--- config.mk ---
export PLATFORM = sky130hd
export DESIGN_NAME = buzzer_sched
export DESIGN_NICKNAME = d
export VERILOG_FILES = /design/src/rtl/buzzer_sched.sv
export SDC_FILE = /design/constraint.sdc
export NUM_CORES = 1
export LEC_CHECK = 0
export CORE_MARGIN = 3
export CORE_UTILIZATION = 35
export DETAILED_ROUTE_END_ITERATION = 8
export GPL_TIMING_DRIVEN = 0
export PLACE_DENSITY = 0.65
export SYNTH_ARGS = -nofsm -noshare
export SYNTH_HDL_FRONTEND = slang
export SYNTH_SLANG_ARGS = --single-unit
--- constraint.sdc ---
create_clock -name clk_i -period 6 [get_ports clk_i]
set_clock_uncertainty 0.15 [all_clocks]
set_input_delay 1.8 -clock clk_i [delete_from_list [all_inputs] [get_ports clk_i]]
set_output_delay 1.8 -clock clk_i [all_outputs]
set_load 0.005 [all_outputs]
--- src/rtl/buzzer_sched.sv ---
// Fixed-priority scheduler for the shared buzzer driver. Grants one tone requester at a time,
// latches its compare value and beep count, then plays a burst of on/off beeps before
// pulsing done back to the owner. Index 0 has the highest priority. All outputs are registered.
module buzzer_sched #(
  parameter int unsigned N_REQ     = 3,
  parameter int unsigned CMP_W     = 22,
  parameter int unsigned CNT_W     = 4,
  parameter int unsigned TIME_W    = 24,
  parameter int unsigned ON_TICKS  = 12500000,
  parameter int unsigned OFF_TICKS = 12500000
) (
  input  logic                   clk_i,
  input  logic                   rst_n_i,
  input  logic [N_REQ-1:0]       req_i,
  input  logic [N_REQ*CMP_W-1:0] cmp_req_i,
  input  logic [N_REQ*CNT_W-1:0] beeps_req_i,
  input  logic                   sil_i,
  output logic [N_REQ-1:0]       gnt_o,
  output logic [N_REQ-1:0]       done_o,
  output logic                   busy_o,
  output logic                   buzzer_en_o,
  output logic [CMP_W-1:0]       cmp_o
);

  localparam logic [TIME_W-1:0] OnLast  = TIME_W'(ON_TICKS - 1);
  localparam logic [TIME_W-1:0] OffLast = TIME_W'(OFF_TICKS - 1);

  // StGnt is the single visible grant cycle of a zero-count request, ahead of its done pulse.
  typedef enum logic [2:0] {StIdle, StGnt, StOn, StOff, StDone} state_e;

  state_e              state_q, state_d;
  logic [N_REQ-1:0]    owner_q, owner_d;
  logic [CNT_W-1:0]    rem_q, rem_d;
  logic [TIME_W-1:0]   timer_q, timer_d;
  logic [CMP_W-1:0]    cmp_q, cmp_d;
  logic [N_REQ-1:0]    gnt_q, gnt_d;
  logic [N_REQ-1:0]    done_q, done_d;
  logic                busy_q, busy_d;
  logic                en_q, en_d;

  logic [N_REQ-1:0]    pick;
  logic [CMP_W-1:0]    pick_cmp;
  logic [CNT_W-1:0]    pick_beeps;
  logic                abandon;

  // Lowest set request index wins; scanning downward lets the lowest index overwrite.
  always_comb begin
    pick       = '0;
    pick_cmp   = '0;
    pick_beeps = '0;
    for (int i = N_REQ - 1; i >= 0; i--) begin
      if (req_i[i]) begin
        pick       = '0;
        pick[i]    = 1'b1;
        pick_cmp   = cmp_req_i[i*CMP_W +: CMP_W];
        pick_beeps = beeps_req_i[i*CNT_W +: CNT_W];
      end
    end
  end

  assign abandon = ((req_i & owner_q) == '0);

  // Next-state and datapath: silence beats abandon, abandon beats timer expiry.
  always_comb begin
    state_d = state_q;
    owner_d = owner_q;
    rem_d   = rem_q;
    timer_d = timer_q;
    cmp_d   = cmp_q;
    if (sil_i) begin
      state_d = StIdle;
    end else begin
      unique case (state_q)
        StIdle: begin
          if (|req_i) begin
            owner_d = pick;
            cmp_d   = pick_cmp;
            rem_d   = pick_beeps;
            timer_d = '0;
            state_d = (pick_beeps == '0) ? StGnt : StOn;
          end
        end
        StGnt: state_d = StDone;
        StOn: begin
          if (abandon) begin
            state_d = StIdle;
          end else if (timer_q == OnLast) begin
            rem_d   = rem_q - CNT_W'(1);
            timer_d = '0;
            state_d = (rem_q == CNT_W'(1)) ? StDone : StOff;
          end else begin
            timer_d = timer_q + TIME_W'(1);
          end
        end
        StOff: begin
          if (abandon) begin
            state_d = StIdle;
          end else if (timer_q == OffLast) begin
            timer_d = '0;
            state_d = StOn;
          end else begin
            timer_d = timer_q + TIME_W'(1);
          end
        end
        StDone: state_d = StIdle;
        default: state_d = StIdle;
      endcase
    end
  end

  // Outputs are decoded from the next state so they line up with the state once registered.
  always_comb begin
    busy_d = (state_d != StIdle);
    en_d   = (state_d == StOn);
    gnt_d  = (state_d == StOn || state_d == StOff || state_d == StGnt) ? owner_d : '0;
    done_d = (state_d == StDone) ? owner_d : '0;
  end

  // State, datapath and output registers with synchronous active-low reset.
  always_ff @(posedge clk_i) begin
    if (!rst_n_i) begin
      state_q <= StIdle;
      owner_q <= '0;
      rem_q   <= '0;
      timer_q <= '0;
      cmp_q   <= '0;
      gnt_q   <= '0;
      done_q  <= '0;
      busy_q  <= 1'b0;
      en_q    <= 1'b0;
    end else begin
      state_q <= state_d;
      owner_q <= owner_d;
      rem_q   <= rem_d;
      timer_q <= timer_d;
      cmp_q   <= cmp_d;
      gnt_q   <= gnt_d;
      done_q  <= done_d;
      busy_q  <= busy_d;
      en_q    <= en_d;
    end
  end

  assign gnt_o       = gnt_q;
  assign done_o      = done_q;
  assign busy_o      = busy_q;
  assign buzzer_en_o = en_q;
  assign cmp_o       = cmp_q;

endmodule

==> results.toml, run 1 <==
[clocking]
ctsResizeCount = 0
cts_sinks = 64
cts_tree = "done"
htree_levels = 3
cts_buffer_depth = 2
clockRootBuffer = "clkbuf_8"
cts_hold_buf = 0
clkTransAtPathRegs_ps = 70
insertion_delay_ps = 340
postCtsSetupBuffers = 0
cts-buffers-inserted = 9

[floorplan]
die-area_um2 = 10800
boundaryPins = 114
design.core.area_um2 = 9280
floorplan.initialDensity_pct = 36.2
rows = 35
die_w_um = 104
die_h_um = 104

[hold_path]
hold_end = "cmp_o[12]$_SDFFE_PN0P_"
hold_class = "reg2reg"
hold_start = "cmp_o[12]$_SDFFE_PN0P_"
holdPathStages = 2

[final_layout]
mostFrequentLayoutCells = "clkdlybuf4s50_1, nor2_1, dfxtp_1, a21oi_1, nor3_1"
finalNetCount = 632
drive_above_1_share_pct = 6.91
layout_commonest_cell = "clkdlybuf4s50_1"
finalNonFillerCells = 679
utilization_pct = 52.4
syn_to_final_growth_pct = 44.6
fillers = 944
antennaDiodeCount = 0

[sta]
hold_viol_final = 0
fmax_ghz = 0.255
worst_slew_pin_slew_ps = 893
holdWs_ps = 342
slew_headroom_pct = 40.5
setup_violations = 0
fin_crit_sh_pct = 65.4
grt_setup_unrepaired = "false"
period_needed_ps = 3920
slew_viol_final = 0
setup_tns_ps = 0

[yosys]
synth_area_leaders = "dfxtp_1, nor2_1, a221oi_1"
synth_seq_cells = 64
synth.avg_cell_area_um2 = 7.97
syn_inst = 422
yosys.area.top_type_share_pct = 38.1
ys_types = 61
yosys_warnings = 0
syn_nets = 509
synth_flop_cell = "dfxtp_1"
async_reset_ff_share_pct = 0
synth_edf_count = 0
ys_seq_area_share_pct = 38.1
syn_area_um2 = 3360
yosys.area.top_type = "dfxtp_1"

[critical_path]
start_kind = "input pin"
crit_fanout = 10
r2r-end = "timer_q[20]$_SDFFE_PN0P_"
r2r-start = "timer_q[1]$_SDFFE_PN0P_"
crit_required_ps = 6130
arrival_ps = 4050
ff2ff_setup_slack_ps = 3620
slowest_stage = "nor4_1"
critical_path_class = "in2reg"
crit_chain = "clkdlybuf4s50_1 -> clkbuf_1 -> nor3_1 -> or3_1 -> nor4_1 -> o21ba_2"
critPathCaptureType = "flip-flop"
rr_worst_depth = 6
slowest_delay_ps = 680

[pwr]
leakage_nw = 1.73
p_total_mw = 1.06
p_switching_uw = 274
p_comb_share_pct = 19.6
internal-power_uw = 790
ir_drop_mv = 0.112
clock_power_share_pct = 38.0
swShare_pct = 25.8
seq_power_share_pct = 42.5
p_per_area_nw_per_um2 = 219

[detailed_routing]
firstDrtPassIters = 5
wl_um = 11000
vias = 3540
vias_per_cell = 5.21
postRouteAntennaNets = 0
wl_per_cell_um = 16.2
drc_errors = 0
drt_iter0_drc = 178

[job]
max_cap_violations = 0

[global_route]
antenna_found_initial = 0
track_usage_pct = 20.2
gr-total-overflow = 0
grt_max_degree = 11
grt_pass1_vias = 3218
grt_pass1_wl_um = 17500

[placement]
portBuffers = 112
place_inst = 663
place_congestion = 0.867
dp_hpwl_um = 8350

[run_status]
status = "finished clean"
-- how the worst max path moves through the flow --
stage | start | endpoint | slack (ps) | cells past startpoint
2_1_floorplan | req_i[0] | timer_q[13]$_SDFFE_PN0P_ | 2520 | 7
3_5_place_dp | req_i[1] | cmp_o[14]$_SDFFE_PN0P_ | 1730 | 8
4_1_cts | req_i[1] | done_o[0]$_SDFF_PN0_ | 2090 | 7
3_3_place_gp | req_i[2] | done_o[1]$_SDFF_PN0_ | 1770 | 7
5_1_grt | req_i[1] | cmp_o[14]$_SDFFE_PN0P_ | 1870 | 8
6_report | req_i[1] | state_q[0]$_SDFF_PN0_ | 2080 | 6
-- cells in the mapped netlist (2+ instances only) --
cell type,n
nor2_1,79
dfxtp_1,64
a21oi_1,31
nor3_1,30
nand2_1,24
clkbuf_1,21
a221oi_1,20
nand4_1,14
xor2_1,12
o21ai_0,11
nand3_1,9
and3_1,7
inv_1,7
nand3b_1,6
and2_1,5
nor2b_1,5
or3_1,5
xnor2_1,5
a21oi_2,4
and4_1,4
buf_2,3
buf_6,3
ha_1,3
o31ai_1,3
a211oi_1,2
a21boi_0,2
a22oi_1,2
a31o_2,2
nor3b_1,2
nor4_1,2
o211ai_1,2
o22ai_1,2
or4_1,2
or4b_1,2
-- critical path, delay by kind of cell --
family	cells	cell delay (ps)
and+or+nand+nor	3	1200
buffers and inverters	2	810
AOI/OAI and AO/OA	1	250
-- flip-flops by register name, indices dropped and copies added (netlist names) --
name,cells
state_q,3
done_o,3
buzzer_en_o,1
owner_q,3
timer_q,24
gnt_o,3
rem_q,4
busy_o,1
cmp_o,22
-- stage by stage --
stage	setup WS, ps	cell area (µm²)
after floorplan	2520	3360
after detailed placement	1730	4640
after global routing	1870	4860
after global placement	1770	4640
after CTS	2090	4860
final	2080	4860
-- power by group through the flow --
stage,registers [mW],logic [mW],clock network (mW)
final,0.452,0.208,0.404
after global routing,0.454,0.229,0.431
after CTS,0.452,0.209,0.414
after detailed placement,0.461,0.207,0
after global placement,0.461,0.206,0
after floorplan,0.461,0.0983,0
-- layer usage --
metal	share of wire, %	wire length, µm	track usage [%]	vias up
met1	45	4970	26.8	1625
met4	1.4	154	7.22	0
met3	5.6	611	4.03	12
met2	48	5250	32.5	119
li1	-	-	-	1784
met5	0	0	0	-
-- logic make-up (layout without fill, tap and decap cells) --
family / Yosys count / after routing / synth area share [%]
fa+ha+maj: 3 / 3 / 1.12
simple gates: 206 / 206 / 31.0
buf+inv: 35 / 163 / 4.69
mux: 1 / 1 / 0.298
flops: 64 / 64 / 38.1
xor+xnor: 17 / 17 / 4.43
compound gates: 96 / 96 / 20.3
-- area by class of cell --
class                   count  area [µm²]  share of cell area, %
clock inverters             2        35.0                  0.721
clock buffers              14         183                   3.76
inverters                   8        30.0                  0.618
multi-input cells         323        1920                   39.6
repair buffers            112        1120                   23.1
flip-flops and latches     64        1280                   26.4
well taps                 129         161                   3.32
plain buffers              27         128                   2.62
No activity file was read; power rests on OpenSTA's default activity.
==> run 2, diff against run 1 <==
Clock period 6 ns to 3.8 ns, I/O delays scaled along.
==> results of run 2 <==
The final DEF is identical to that of run 1. Status: finished clean.
Main changes from that run: setup slack after placement 1730 ps -> 190 ps; setup slack after layout 2080 ps -> 539 ps; register-to-register setup slack 3620 ps -> 1420 ps; total power 1.06 mW -> 1.68 mW; worst IR drop on VDD 0.112 mV -> 0.177 mV
==> run 3, diff against run 2 <==
Settings changed: SLEW_MARGIN set to 5, TNS_END_PERCENT set to 10.
==> results of run 3 <==
The final DEF is identical to that of run 1. Status: finished clean.
Main changes from that run: setup slack after placement 1730 ps -> 190 ps; setup slack after layout 2080 ps -> 539 ps; register-to-register setup slack 3620 ps -> 1420 ps; total power 1.06 mW -> 1.68 mW; worst IR drop on VDD 0.112 mV -> 0.177 mV
